==> src/rtl/mips_pkg.sv <==
// rtl/mips_pkg.sv - shared MIPS register-address definitions
package mips_pkg;
  localparam int REG_ADDR_W    = 5;
  localparam int NUM_ARCH_REGS = 32;

  typedef logic [REG_ADDR_W-1:0] reg_addr_t;

  localparam reg_addr_t ZERO_REG = '0;
endpackage

==> src/rtl/sb_entry.sv <==
// rtl/sb_entry.sv - per-register pending-write up/down counter
module sb_entry #(
  parameter int CNT_W = 2
) (
  input  logic             clk,
  input  logic             reset,
  input  logic             inc,
  input  logic             dec,
  input  logic             clear,
  output logic [CNT_W-1:0] count,
  output logic             saturated,
  output logic             zero
);
  localparam logic [CNT_W-1:0] ONE = {{(CNT_W-1){1'b0}}, 1'b1};

  logic [CNT_W-1:0] count_q, count_d;

  assign count     = count_q;
  assign saturated = &count_q;
  assign zero      = (count_q == '0);

  // Simultaneous inc and dec cancel; clear wins over both.
  always_comb begin
    count_d = count_q;
    if (clear)
      count_d = '0;
    else if (inc && !dec && !saturated)
      count_d = count_q + ONE;
    else if (dec && !inc && !zero)
      count_d = count_q - ONE;
  end

  always_ff @(posedge clk) begin
    if (reset) count_q <= '0;
    else       count_q <= count_d;
  end
endmodule

==> src/rtl/reg_scoreboard.sv <==
// rtl/reg_scoreboard.sv - issue-stage register scoreboard; SCOREBOARD_WB_BYPASS_EN releases sources on same-cycle writeback
module reg_scoreboard
  import mips_pkg::*;
#(
  parameter int NUM_REGS    = NUM_ARCH_REGS,
  parameter int CNT_W       = 2,
  parameter int STALL_CNT_W = 16
) (
  input  logic                   Clk,
  input  logic                   Reset,
  input  logic                   IssueValid,
  output logic                   IssueReady,
  input  reg_addr_t              IssueRs,
  input  reg_addr_t              IssueRt,
  input  logic                   IssueUseRs,
  input  logic                   IssueUseRt,
  input  reg_addr_t              IssueDst,
  input  logic                   IssueWrites,
  input  logic                   WbValid,
  input  reg_addr_t              WbRegister,
  input  logic                   Flush,
  output logic                   Stall,
  output logic [NUM_REGS-1:0]    BusyMask,
  output logic [STALL_CNT_W-1:0] StallCount,
  output logic                   WbUnderflow
);
  logic [CNT_W-1:0]    cnt [NUM_REGS];
  logic [NUM_REGS-1:0] sat_v, zero_v;
  logic                accept, rs_pending, rt_pending, rs_hazard, rt_hazard, dst_sat;

  logic [STALL_CNT_W-1:0] stall_count_q, stall_count_d;
  logic                   wb_underflow_q, wb_underflow_d;

  assign cnt[0]    = '0;
  assign sat_v[0]  = 1'b0;
  assign zero_v[0] = 1'b1;

  genvar i;
  generate
    for (i = 1; i < NUM_REGS; i++) begin : g_entry
      sb_entry #(.CNT_W(CNT_W)) u_entry (
        .clk       (Clk),
        .reset     (Reset),
        .inc       (accept && IssueWrites && (IssueDst == reg_addr_t'(i))),
        .dec       (WbValid && (WbRegister == reg_addr_t'(i))),
        .clear     (Flush),
        .count     (cnt[i]),
        .saturated (sat_v[i]),
        .zero      (zero_v[i])
      );
    end
  endgenerate

  always_comb begin
    rs_pending = (cnt[IssueRs] != '0);
    rt_pending = (cnt[IssueRt] != '0);
`ifdef SCOREBOARD_WB_BYPASS_EN
    // A source whose last outstanding write retires now reads the written value.
    if (WbValid && (WbRegister == IssueRs) && (cnt[IssueRs] == CNT_W'(1))) rs_pending = 1'b0;
    if (WbValid && (WbRegister == IssueRt) && (cnt[IssueRt] == CNT_W'(1))) rt_pending = 1'b0;
`endif
  end

  assign rs_hazard  = IssueUseRs && (IssueRs != ZERO_REG) && rs_pending;
  assign rt_hazard  = IssueUseRt && (IssueRt != ZERO_REG) && rt_pending;
  assign dst_sat    = IssueWrites && (IssueDst != ZERO_REG) && sat_v[IssueDst];
  assign IssueReady = !Flush && !rs_hazard && !rt_hazard && !dst_sat;
  assign Stall      = IssueValid && !IssueReady;
  assign accept     = IssueValid && IssueReady;
  assign BusyMask   = ~zero_v;

  always_comb begin
    stall_count_d  = stall_count_q;
    wb_underflow_d = wb_underflow_q;
    if (Stall && !(&stall_count_q))
      stall_count_d = stall_count_q + 1'b1;
    if (WbValid && (WbRegister != ZERO_REG) && zero_v[WbRegister])
      wb_underflow_d = 1'b1;
  end

  always_ff @(posedge Clk) begin
    if (Reset) begin
      stall_count_q  <= '0;
      wb_underflow_q <= 1'b0;
    end else begin
      stall_count_q  <= stall_count_d;
      wb_underflow_q <= wb_underflow_d;
    end
  end

  assign StallCount  = stall_count_q;
  assign WbUnderflow = wb_underflow_q;
endmodule

==> config.mk <==
export PLATFORM = sky130hd
export DESIGN_NAME = reg_scoreboard
export DESIGN_NICKNAME = d
export VERILOG_FILES = /design/src/rtl/mips_pkg.sv /design/src/rtl/sb_entry.sv /design/src/rtl/reg_scoreboard.sv
export SDC_FILE = /design/constraint.sdc
export NUM_CORES = 1
export LEC_CHECK = 0
export ABC_AREA = 1
export BUFFER_PORTS_ARGS = -buffer_cell sky130_fd_sc_hd__buf_4
export CAP_MARGIN = 20
export CELL_PAD_IN_SITES_DETAIL_PLACEMENT = 1
export CELL_PAD_IN_SITES_GLOBAL_PLACEMENT = 1
export CORE_MARGIN = 5
export CORE_UTILIZATION = 42
export CTS_BUF_LIST = sky130_fd_sc_hd__clkbuf_8
export DETAILED_ROUTE_END_ITERATION = 16
export PLACE_DENSITY_LB_ADDON = 0.1
export SYNTH_ARGS = -nofsm -noshare
export SYNTH_HDL_FRONTEND = slang
export SYNTH_SLANG_ARGS = --single-unit
==> constraint.sdc <==
create_clock -name Clk -period 2.8 [get_ports Clk]
set_input_delay 0.28 -clock Clk [delete_from_list [all_inputs] [get_ports Clk]]
set_output_delay 0.28 -clock Clk [all_outputs]
set_load 0.01 [all_outputs]
==> results.md <==
* Status: completed
* Clock network fraction of total power at 35.7%
* Worst-path maximum fanout at 12
* Rows at 45
* Share of cells above drive strength 1 at 14.24%
* Total track usage at 29.47%
* Crit end category: primary output
* Crit path largest cell delay at 0.36 ns
* H-tree depth at 3
* Via count at 8,216
* Critical path type: reg -> out
* Pre-antenna DRT Iters at 6
* Final nets at 1,267
* Starting density of the core at 43.17%
* Max_cap viols at 0
* Most used cell, CP: nand2_1
* Antenna Nets Post-Route at 0
* Die Width at 135.5 um
* Final Hold Fails at 0
* Asr flop ratio synth at 0%
* Total clock sinks at 79
* CP Launch Type: flip-flop
* Root Buffer: clkbuf_8
* Ys Warns at 0
* Post-Synthesis Cells at 1,163
* Overflow left after global routing at 0
* CTS tree: done
* Register clock-pin slew on the reported worst setup and hold paths at 0.09 ns
* Net Sw Power at 831.0 uW
* CP top delay family: simple AND/OR/NAND/NOR gates
* Pwr Total at 2.514 mW
* Fin. max-slew vios at 0
* CTS Hold Bufs at 0
* Switch share at 33.06%
* Worst Tran Pin Value at 1.021 ns
* Final WL at 27.15 mm
* Syn_nets at 1,192
* Drt drc at 0
* Sequential share of the synthesized area at 23.92%
* Final period util at 93.94%
* ANT cells at 0
* Critical path buffer and inverter count at 2
* Synth Flop Type: dfxtp_1
* Global placement routability congestion at 0.9643
* Seq. cell area at 1582 um^2
* Fmax at 380.2 MHz
* Worst min path class: in -> reg
* Worst EP arrival at 2.35 ns
* Reg power frac at 45.0%
* Core area at 15,310 um^2
* Detailed Place HPWL at 20.91 mm
* Leakage at 3.366 nW
* Largest net degree at the start of global routing at 41
* First-pass GRT wire length at 42.67 mm
* Number of flops mapped to enable cells by yosys at 0
* Antenna violations before repair at 0
* WL/cell at 18.68 um
* Relative slew slack at 31.84%
* Seq cells post-synth at 79
* Full die area at 18,350 um^2
* Area of the multi-input gates at 4250 um^2
* Skew-Pair Late Insertion Delay at 0.38 ns
* Max VDD drop at 0.0002432 V
* Syn_area_per_cell at 5.685 um^2
* Setup violations, final at 0
* Internal power at 1.683 mW
* P&R area growth vs syn at 17.07%
* Slowest-stage cell, CP: nor2_1
* Vias per cell at 5.651
* FILL cells at 2,272
* Pwr dens at 324.8 nW/um^2
* Port Buffer Count at 77
* Vias in the first global route at 8,014
* CTS max path bufs at 2
* Die height at 135.5 um
* Total CTS buffers at 9
* Min cycle time layout at 2.630 ns
* Final setup TNS at 0 ns
* CP Cell Sequence: nor2_1 -> nor2_1 -> a21oi_1 -> nand3_1 -> nand2_1 -> nand2_1 -> nand2_1 -> nand2_1 -> nand2_1 -> nand3_4 -> nor2_8 -> buf_12 -> nor2_4 -> buf_4
* DR iter-0 viols at 720
* RSZ-0062 raised after global routing: false
* Yosys cell types at 44
* Gate power share at 19.3%
* Req. time, crit path at 2.52 ns
* Clock Skews at 0.01516 ns
* I/O Pins at 79
* Cell area after synthesis at 6611 um^2
-- flip-flops by register name, indices dropped and copies added, names as in the netlist --
| name | count |
|---|---|
| g_entry.u_entry.count | 62 |
| WbUnderflow | 1 |
| StallCount | 16 |
-- path summary, 6_finish.rpt --
path | startpoint | endpoint | slack [ns] | cells past startpoint
setup / recovery | g_entry[15].u_entry.count[1] | Stall | 0.17 | 14
hold reg to reg | g_entry[22].u_entry.count[1] | g_entry[22].u_entry.count[1] | 0.48 | 2
hold / removal | WbRegister[4] | WbUnderflow | 0.25 | 4
setup reg to reg | g_entry[2].u_entry.count[1] | StallCount[1] | 0.24 | 17
-- kinds of logic (layout without fill, tap and decap cells) --
| logic type | Yosys count | in the layout | synth area share (%) |
|---|---|---|---|
| buffers and inverters | 197 | 277 | 12.17 |
| DFF | 79 | 79 | 23.92 |
| and+or+nand+nor | 747 | 747 | 51.68 |
| adders and majority gates | 1 | 1 | 0.1892 |
| AOI/OAI and AO/OA | 124 | 124 | 10.13 |
| xor gates and xnor gates | 14 | 14 | 1.855 |
| other | 1 | 1 | 0.05672 |
-- cell usage after synthesis, types with 2 or more instances --
| cell | count | share of area (%) |
|---|---|---|
| o21ai_1 | 4 | 0.30 |
| a22oi_1 | 3 | 0.34 |
| xor2_1 | 10 | 1.3 |
| nor2_2 | 2 | 0.19 |
| dfxtp_1 | 79 | 24 |
| nor4_1 | 3 | 0.28 |
| xnor2_1 | 4 | 0.53 |
| inv_1 | 148 | 8.4 |
| a221oi_1 | 2 | 0.26 |
| nand4_1 | 38 | 3.6 |
| buf_6 | 3 | 0.51 |
| nand3_1 | 114 | 8.6 |
| a31oi_1 | 2 | 0.19 |
| inv_2 | 7 | 0.40 |
| a21oi_1 | 91 | 6.9 |
| o22ai_1 | 3 | 0.28 |
| nand2_2 | 2 | 0.19 |
| o21ai_0 | 11 | 0.83 |
| nand4_2 | 29 | 5.5 |
| clkbuf_1 | 15 | 0.85 |
| buf_4 | 7 | 0.79 |
| buf_2 | 11 | 0.83 |
| nand2_1 | 362 | 21 |
| nor3_1 | 20 | 1.5 |
| buf_1 | 5 | 0.28 |
| nor2_4 | 4 | 0.68 |
| nor2_1 | 166 | 9.4 |
| o21bai_1 | 2 | 0.23 |
-- cell type report --
type | count | area share (%)
clock inverter | 7 | 0.8244
timing repair buffer | 105 | 11.22
tap | 211 | 3.411
inverter | 156 | 7.598
multi-input combinational | 887 | 54.91
clock buffer | 9 | 1.600
sequential | 79 | 20.43
-- per-layer routing --
| layer | up-vias | global-route usage (%) | wire [um] | share of wire [%] |
|---|---|---|---|---|
| met3 | 62 | 6.389 | 2240 | 8.2 |
| met2 | 323 | 46.93 | 12150 | 45 |
| li1 | 3895 | - | - | - |
| met4 | 0 | 8.119 | 620 | 2.3 |
| met1 | 3936 | 40.25 | 12140 | 45 |
| met5 | - | 0 | 0 | 0 |
-- layout by cell type, fill, tap and decap left out, types with 3 or more instances in the layout --
cell type  count
nand2_1      361
nor2_1       159
inv_1        150
nand3_1      114
buf_4         99
a21oi_1       91
dfxtp_1       79
nand4_1       38
nand4_2       29
nor3_1        20
o21ai_0       11
xor2_1        10
clkbuf_8       9
nor2_2         8
inv_2          7
nor2_4         5
buf_12         5
o21ai_1        4
xnor2_1        4
nand2_2        3
nor4_1         3
a22oi_1        3
o22ai_1        3
-- power by group through the flow --
stage          clock network [mW]  registers, mW  logic, mW
2_1_floorplan                   0           1.16      0.286
3_3_place_gp                    0           1.16      0.453
3_5_place_dp                    0           1.16      0.458
4_1_cts                     0.909           1.13      0.463
5_1_grt                     0.957           1.13      0.520
6_report                    0.897           1.13      0.485
-- worst min-delay path, cell delays in order --
cell and delay [ns]:
buf_4 0.12, nand2_1 0.06, a21oi_1 0.06, nor2_1 0.07
-- what timing repair did --
action                                  4_1_cts  5_1_grt
resized for setup                             0        7
cloned                                        0        1
endpoints found under the hold margin         0        0
endpoints found under the setup margin        1       12
buffers inserted                              1        1
pin swaps                                     1        1
-- through the flow --
step	worst slack, ns	hold slack (ns)	area (um^2)	util [%]	instances
after floorplan	0.7798	0.4519	6611	-	1163
after global placement	0.2116	0.4665	7495	48.94	1435
after detailed placement	0.1499	0.4748	7495	48.94	1435
after CTS	0.07488	0.2334	7690	50.21	1452
after global routing	0.001230	0.2471	7740	50.54	1454
final	0.1698	0.2534	7740	50.54	1454
(Power assumes the default switching activity.)
